### src/rtl/pwm_audio_out_if.sv
// Sample-path bundle between the mixer (master) and the PWM output stage (slave).
// Carries the mixed sample strobe, overrun clear, and buffer status back to the mixer.
interface pwm_audio_out_if;
    logic [7:0] sample_in;
    logic       sample_valid;
    logic       clr_overrun;
    logic       pending_full;
    logic       overrun;

    modport master (
        output sample_in,
        output sample_valid,
        output clr_overrun,
        input  pending_full,
        input  overrun
    );

    modport slave (
        input  sample_in,
        input  sample_valid,
        input  clr_overrun,
        output pending_full,
        output overrun
    );
endinterface

### src/rtl/pwm_audio_out.sv
// Single-bit PWM audio output: one-entry pending sample buffer feeding a duty register
// that only reloads at period boundaries, with sticky overrun and repeat-on-underrun.
module pwm_audio_out #(
    parameter int unsigned CLK_DIV = 1
) (
    input  logic             clk,
    input  logic             nrst,
    input  logic             en,
    pwm_audio_out_if.slave   smp,
    output logic             pwm_out,
    output logic             period_done
);

    localparam int unsigned DivW = (CLK_DIV > 1) ? $clog2(CLK_DIV) : 1;
    localparam logic [DivW-1:0] DivLast = DivW'(CLK_DIV - 1);

    typedef enum logic [0:0] {StIdle, StRun} state_e;

    state_e          state_q, state_d;
    logic [7:0]      cnt_q, cnt_d;
    logic [DivW-1:0] div_q, div_d;
    logic [7:0]      duty_q, duty_d;
    logic [7:0]      pending_q, pending_d;
    logic            pending_full_q, pending_full_d;
    logic            overrun_q, overrun_d;
    logic            pwm_q, pwm_d;
    logic            period_done_q, period_done_d;
    logic            consume;
    logic            tick;

    assign tick = (div_q == DivLast);

    // Sequencing: FSM/counter decide whether the buffer is consumed; the write port
    // then layers on top so a coincident write refills the slot just emptied.
    always_comb begin
        state_d        = state_q;
        cnt_d          = cnt_q;
        div_d          = div_q;
        duty_d         = duty_q;
        period_done_d  = 1'b0;
        consume        = 1'b0;

        unique case (state_q)
            StIdle: begin
                cnt_d = 8'd0;
                div_d = '0;
                if (en) begin
                    state_d = StRun;
                    if (pending_full_q) begin
                        consume = 1'b1;
                    end else begin
                        duty_d = 8'd0;
                    end
                end
            end
            StRun: begin
                if (!en) begin
                    state_d = StIdle;
                    cnt_d   = 8'd0;
                    div_d   = '0;
                end else if (tick) begin
                    div_d = '0;
                    if (cnt_q == 8'd255) begin
                        cnt_d         = 8'd0;
                        period_done_d = 1'b1;
                        consume       = pending_full_q;
                    end else begin
                        cnt_d = cnt_q + 8'd1;
                    end
                end else begin
                    div_d = div_q + DivW'(1);
                end
            end
            default: state_d = StIdle;
        endcase

        pending_d      = pending_q;
        pending_full_d = pending_full_q;
        if (consume) begin
            duty_d         = pending_q;
            pending_full_d = 1'b0;
        end
        if (smp.sample_valid) begin
            pending_d      = smp.sample_in;
            pending_full_d = 1'b1;
        end

        // Set has priority over clear.
        overrun_d = (overrun_q & ~smp.clr_overrun) |
                    (smp.sample_valid & pending_full_q & ~consume);

        pwm_d = (state_q == StRun) && (cnt_q < duty_q);
    end

    always_ff @(posedge clk) begin
        if (!nrst) begin
            state_q        <= StIdle;
            cnt_q          <= 8'd0;
            div_q          <= '0;
            duty_q         <= 8'd0;
            pending_q      <= 8'd0;
            pending_full_q <= 1'b0;
            overrun_q      <= 1'b0;
            pwm_q          <= 1'b0;
            period_done_q  <= 1'b0;
        end else begin
            state_q        <= state_d;
            cnt_q          <= cnt_d;
            div_q          <= div_d;
            duty_q         <= duty_d;
            pending_q      <= pending_d;
            pending_full_q <= pending_full_d;
            overrun_q      <= overrun_d;
            pwm_q          <= pwm_d;
            period_done_q  <= period_done_d;
        end
    end

    assign pwm_out          = pwm_q;
    assign period_done      = period_done_q;
    assign smp.pending_full = pending_full_q;
    assign smp.overrun      = overrun_q;

endmodule
### src/flat_wrapper.sv
// flat-port wrapper written by rule: the top's interface ports become plain ports
module pwm_audio_out_flat 
#(
    parameter int unsigned CLK_DIV = 1
)
  (clk, nrst, en, pwm_out, period_done, smp_sample_in, smp_sample_valid, smp_clr_overrun, smp_pending_full, smp_overrun);
  pwm_audio_out_if smp_i ();
  input  logic clk;
  input  logic nrst;
  input  logic en;
  output logic pwm_out;
  output logic period_done;
  input wire logic [$bits(smp_i.sample_in)-1:0] smp_sample_in;
  input wire logic [$bits(smp_i.sample_valid)-1:0] smp_sample_valid;
  input wire logic [$bits(smp_i.clr_overrun)-1:0] smp_clr_overrun;
  output wire logic [$bits(smp_i.pending_full)-1:0] smp_pending_full;
  output wire logic [$bits(smp_i.overrun)-1:0] smp_overrun;
  assign smp_i.sample_in = smp_sample_in;
  assign smp_i.sample_valid = smp_sample_valid;
  assign smp_i.clr_overrun = smp_clr_overrun;
  assign smp_pending_full = smp_i.pending_full;
  assign smp_overrun = smp_i.overrun;
  pwm_audio_out #(.CLK_DIV(CLK_DIV)) u_core (.clk(clk), .nrst(nrst), .en(en), .smp(smp_i), .pwm_out(pwm_out), .period_done(period_done));
endmodule
### config.mk
export PLATFORM = sky130hd
export DESIGN_NAME = pwm_audio_out_flat
export DESIGN_NICKNAME = d
export VERILOG_FILES = /design/src/rtl/pwm_audio_out_if.sv /design/src/rtl/pwm_audio_out.sv /design/src/flat_wrapper.sv
export SDC_FILE = /design/constraint.sdc
export NUM_CORES = 1
export LEC_CHECK = 0
export ABC_AREA = 0
export CORE_ASPECT_RATIO = 1.25
export CORE_MARGIN = 10
export CORE_UTILIZATION = 47
export DETAILED_ROUTE_END_ITERATION = 10
export PLACE_DENSITY_LB_ADDON = 0.15
export SLEW_MARGIN = 20
export SYNTH_ARGS = -nofsm -noshare
export SYNTH_HDL_FRONTEND = slang
export SYNTH_SLANG_ARGS = --single-unit
### constraint.sdc
create_clock -name clk -period 1.4 [get_ports clk]
set_input_delay 0.14 -clock clk [delete_from_list [all_inputs] [get_ports clk]]
set_output_delay 0.14 -clock clk [all_outputs]
set_load 0.005 [all_outputs]
# ---- Word level (Yosys, flattened, before mapping)
# Cells that the tools add are included.
dict set report classes {
  n_addsub 2
  multipliers 0
  div_mod_pow 0
  order_cmp 1
  n_eq_ne 4
  shift 0
  muxes 21
  bitwise 9
  n_reduce_logical 5
}
# cell n
set ops {}
lappend ops {{two-way mux 8 bit} 7}
lappend ops {{case mux 8 bit (2 select lines)} 1}
lappend ops {{two-way mux 1 bit} 11}
lappend ops {{adder 8 x 1 -> 8 bit, second input constant} 1}
lappend ops {{== test 8 bit, second input constant} 1}
lappend ops {{< comparator 8 bit} 1}
lappend ops {{inverter 1 bit} 5}
lappend ops {{inequality test 2 bit, second input constant} 2}
lappend ops {{case mux 1 bit (2 select lines)} 2}
lappend ops {{nonzero test 2 bit} 2}
lappend ops {{OR reduction 4 bit} 1}
lappend ops {{AND 1 bit} 3}
lappend ops {{inequality test 3 bit, second input constant} 1}
lappend ops {{AND reduction 3 bit} 1}
lappend ops {{adder 1 bit, second input constant} 1}
lappend ops {{logical AND 1 bit} 1}
lappend ops {{OR 1 bit} 1}
dict set report word_totals {
  regBits 30
  latchBits 0
  ramBits 0
  mem_bits_ro 0
  inputBits 13
  output_inout_bits 4
  elab_cells 51
  mem_count 0
}

# ---- Longest topological paths before layout
dict set report depth {
  word_depth 8
  depth_mapped 6
  ltp_nobuf 6
}

# ---- Worst setup path after synthesis
# Ideal clock, no wire load.
dict set report synth_timing {
  path_type {reg-to-reg}
  start {register u_core.cnt_q[0]}
  end {register u_core.duty_q[0]}
  setup_time_ns 0.117
  t_arrival_ns 1.375
  setup_slack_ns -0.092
  path_stages_with_launch 6
  n_path_buf 0
  cell_sequence {dfxtp_1 -> ha_1 -> nand2_1 -> o41ai_2 -> a21boi_2 -> a22o_1}
}
dict set report synth_via {
  elab_chain_len 7
  word_cells_on_any_way 10
  classes_between {3 x eq/ne; 5 x mux; 2 x reduce/logical}
}
# element line_no
set synth_lines {}
lappend synth_lines {{start, declared} pwm_audio_out.sv:20} ;# logic [7:0] cnt_q, cnt_d;
lappend synth_lines {{start signal, assigned} pwm_audio_out.sv:108} ;# cnt_q <= cnt_d;
lappend synth_lines {{== test 8 bit *} pwm_audio_out.sv:63} ;# if (cnt_q == 8'd255) begin
lappend synth_lines {{two-way mux 1 bit *} pwm_audio_out.sv:63}
lappend synth_lines {{two-way mux 1 bit *} pwm_audio_out.sv:61} ;# end else if (tick) begin
lappend synth_lines {{two-way mux 1 bit *} pwm_audio_out.sv:57} ;# if (!en) begin
lappend synth_lines {{case mux 1 bit (2 select lines) *} pwm_audio_out.sv:43} ;# unique case (state_q)
lappend synth_lines {{inequality test 2 bit (no source line) or nonzero test 2 bit (tied branches)} -}
lappend synth_lines {{AND reduction 3 bit (no source line)} -}
lappend synth_lines {{end signal, assigned} pwm_audio_out.sv:110} ;# duty_q <= duty_d;
lappend synth_lines {{end, declared} pwm_audio_out.sv:22} ;# logic [7:0] duty_q, duty_d;
# Every way passes the cells marked *; elsewhere a longest branch is shown, timed or not.
# A chain may end at the register's enable or synchronous reset.

# ---- Worst setup path after layout
dict set report layout_timing {
  start {register u_core.cnt_q[0]}
  end {register u_core.cnt_q[6]}
}
dict set report layout_via {
  elab_chain_len 5
  word_cells_on_any_way 6
  classes_between {1 x add/sub; 1 x eq/ne; 4 x mux}
}
# element line_no
set layout_lines {}
lappend layout_lines {{adder 8 x 1 -> 8 bit or == test 8 bit (tied branches)} {pwm_audio_out.sv:68, pwm_audio_out.sv:63}}
lappend layout_lines {{two-way mux 8 bit *} pwm_audio_out.sv:63}
lappend layout_lines {{two-way mux 8 bit *} pwm_audio_out.sv:61}
lappend layout_lines {{two-way mux 8 bit *} pwm_audio_out.sv:57}
lappend layout_lines {{case mux 8 bit (2 select lines) *} pwm_audio_out.sv:43}
# Every way passes the cells marked *; elsewhere a longest branch is shown, timed or not. The select of a mux whose other input is x is not followed.

==> impl_results.md <==
- Status: finished, final reports clean
- Worst path setup slack after routing: 0.00598 ns
- Routed met2 length: 1550 um
- Hold-fix buffers at CTS: 0
- Diodes inserted: 0
- Standard-cell rows: 20
- TritonCTS clock tree: yes
- Clock transition at the registers of the reported paths: 0.10 ns
- Non-Filler Cell Area, Final: approximately 1800 um^2
- Clock root cell: clkbuf_4
- Cell variety after synth: 30
- Placer Congestion: 0.813
- Synth async-reset ratio: 0
- Port Buffer Count: 16
- Fraction of final layout cells sized beyond drive strength 1: 0.325
- Leakage dissipation: roughly 0.00070 uW
- Antenna violations before repair: 0
- Detailed-route wire length on metal 1: 1210 um
- Core box area: 2480 um^2
- Total global-route track usage: 0.110
- Syn nets: about 140
- Synth Cell Area: 1230 um^2
- Startpoint of the tightest hold check path: smp_sample_in[2]
- Synth top area share: 0.471
- Overflow left after global routing: 0
- DP Wirelength: 1930 um
- Die ar.: 5090 um^2
- Number of top-level pins: 17
- Number of DRC markers in iteration 0: 35
- Sequential fraction of the synthesis area: 0.471
- Dominant cell by count in the synthesized netlist: dfxtp_1
- Worst Hold Margin: 0.431 ns
- Pin slew with the least headroom to its limit: 0.357 ns
- Dpl ws: -0.106 ns
- Kind of start point of the critical path: register
- Crit path from: u_core.cnt_q[0]$_SDFF_PN0_
- Core occupancy in the finished layout: 0.714
- Primary FF master, synth: dfxtp_1
- Class of the most critical setup path: register to register
- H-tree lvl count: 2
- Share of the clock period used by the worst path after layout: 0.996
- Top layer used by detailed routing: met4
- Highest fanout seen on the critical path: 4
- Wire length of the first global-routing pass: ~4400 um
- Number of buffers inserted during clock tree synthesis: 5
- Synth-to-layout area growth: 43.4%
- Wire length on met3: 80 um
- Number of synthesized flops with an enable pin: 0
- Final routed wirelength across all metal layers: 2910 um
- Pwr Density: 838 nW/um^2
- Crit path arrival time: ~1.7 ns
- Data required time at the worst endpoint: 1.65 ns
- CTS Buffer Depth: 2
- Sink count of the clock tree: 29
- Horizontal die dimension: 65.8 um
- Vias in the first global route: 1026
- Number of design rule violations left after detail routing: 0
- Cell types occupying the most area after synthesis: dfxtp_1, ha_1, mux2i_1
- Max-Cap Viols: 0
- Worst Setup End Kind: register
- Per-cell via count in the routed design: 5.05
- Max IR drop VDD: 0.734 mV
- Reg-to-reg critical path startpoint: u_core.cnt_q[0]$_SDFF_PN0_
- Clock period minus worst slack: 1.39 ns
- Antenna Violating Nets Remaining: 0
- Warnings from Yosys: 0
- Endpoints failing setup: 0
- Post-synthesis average cell area: between 10 and 15 um^2
- Hold WC Path Type: primary input to register
- Achievable frequency: 0.717 GHz
- Yosys reg bits: 29
- Syn Inst Count: about 120
- Initial DRT Pass Iterations: 4
- Worst skew pair latency: 0.33 ns
- Pin count of the biggest net entering global routing: 11
- Floorplan die height: a little under 80 um
- Final Power: 1480 uW
- Total Nets Final: about 180
- Effective utilization at floorplan: 0.498
- Number of endpoints with negative hold slack in the final report: 0
- Clock tree skew after final layout: 0.0138 ns
- Max-slew violation count: 0
- Final routed wire length divided by cell count: 14.8 um
- Total number of vias: 989
- Placed inst area: roughly 1600 um^2
- Area leader, netlist: dfxtp_1
- Top cells by instance count after synthesis: dfxtp_1, nor2b_1, inv_1
- Max-Slew Margin vs Limit: 0.762
## stage by stage
stage	instances	setup TNS [ns]
after detailed placement	183	-0.850
final	196	0
after floorplan	121	0
after global placement	183	-0.288
after CTS	192	-0.0245
after global routing	196	-0.0553
## critical path, cell delays in order (launching register included)
cell and delay, ns:
dfxtp_2 0.37, ha_4 0.15, nand2_4 0.07, buf_4 0.15, or3_2 0.44, a21oi_2 0.13
## layout make-up
type | instances | area, um^2
multi-input cells | 80 | 716
fillers | 176 | 708
flip-flops and latches | 29 | 594
repair buffers | 37 | 329
well taps | 33 | 41.3
clock buffers | 5 | 37.5
inverters | 9 | 33.8
clock inverters | 3 | 17.5
## timing repair
action	4_1_cts	5_1_grt
endpoints found under the setup margin	11	12
pin swaps	11	5
buffers inserted	1	4
gates resized for setup	11	16
## layout by cell type (no fill, tap or decap), drive strengths merged, types with 3 or more instances in the layout
cell / count
nor2: 3
nand2: 8
a21oi: 3
xnor2: 3
nor2b: 11
clkbuf: 5
ha: 8
mux2i: 8
nand3: 4
inv: 9
nor3: 6
a22o: 8
buf: 21
o21ai: 3
dfxtp: 29
clkdlybuf4s50: 15
## per-layer routing
metal  vias to the layer above  GRT usage
met5                         -          0
met4                         0     0.0730
met3                         7     0.0305
met2                        22      0.190
met1                       453      0.109
li1                        507          -
## report_power, final
| group | total, uW | internal [uW] | switching, uW | leakage, uW |
|---|---|---|---|---|
| registers | 860 | 845 | 14.5 | 0.000241 |
| clock network | 482 | 189 | 293 | 0.0000310 |
| logic | 142 | 88.4 | 53.2 | 0.000430 |
| total | 1480 | 1120 | 361 | 0.000701 |
## sequential cells by signal, indices dropped and copies added (netlist names)
register	flops
u_core.smp.pending_full	1
u_core.smp.overrun	1
u_core.cnt_q	8
u_core.duty_q	8
u_core.pwm_out	1
u_core.period_done	1
u_core.pending_q	8
u_core.state_q	1
## worst paths after layout
| kind | endpoint | slack, ns | depth (start not counted) |
|---|---|---|---|
| worst min register to register | u_core.duty_q[6]$_SDFFE_PN0P_ | 0.48 | 1 |
| worst max register to register | u_core.cnt_q[6]$_SDFF_PN0_ | 0.006 | 5 |
| worst max-delay path | u_core.cnt_q[6]$_SDFF_PN0_ | 0.006 | 5 |
| worst min-delay path | u_core.pending_q[2]$_SDFFE_PN0P_ | 0.43 | 3 |
## cell families after synthesis
logic type               synth area share
AO/OA/AOI/OAI                       0.151
XOR/XNOR                           0.0355
adder cells (fa/ha/maj)            0.0811
buffers and inverters              0.0406
flip-flops                          0.471
multiplexers                       0.0649
AND/OR/NAND/NOR                     0.156
Power figures use the tool's default switching activity.
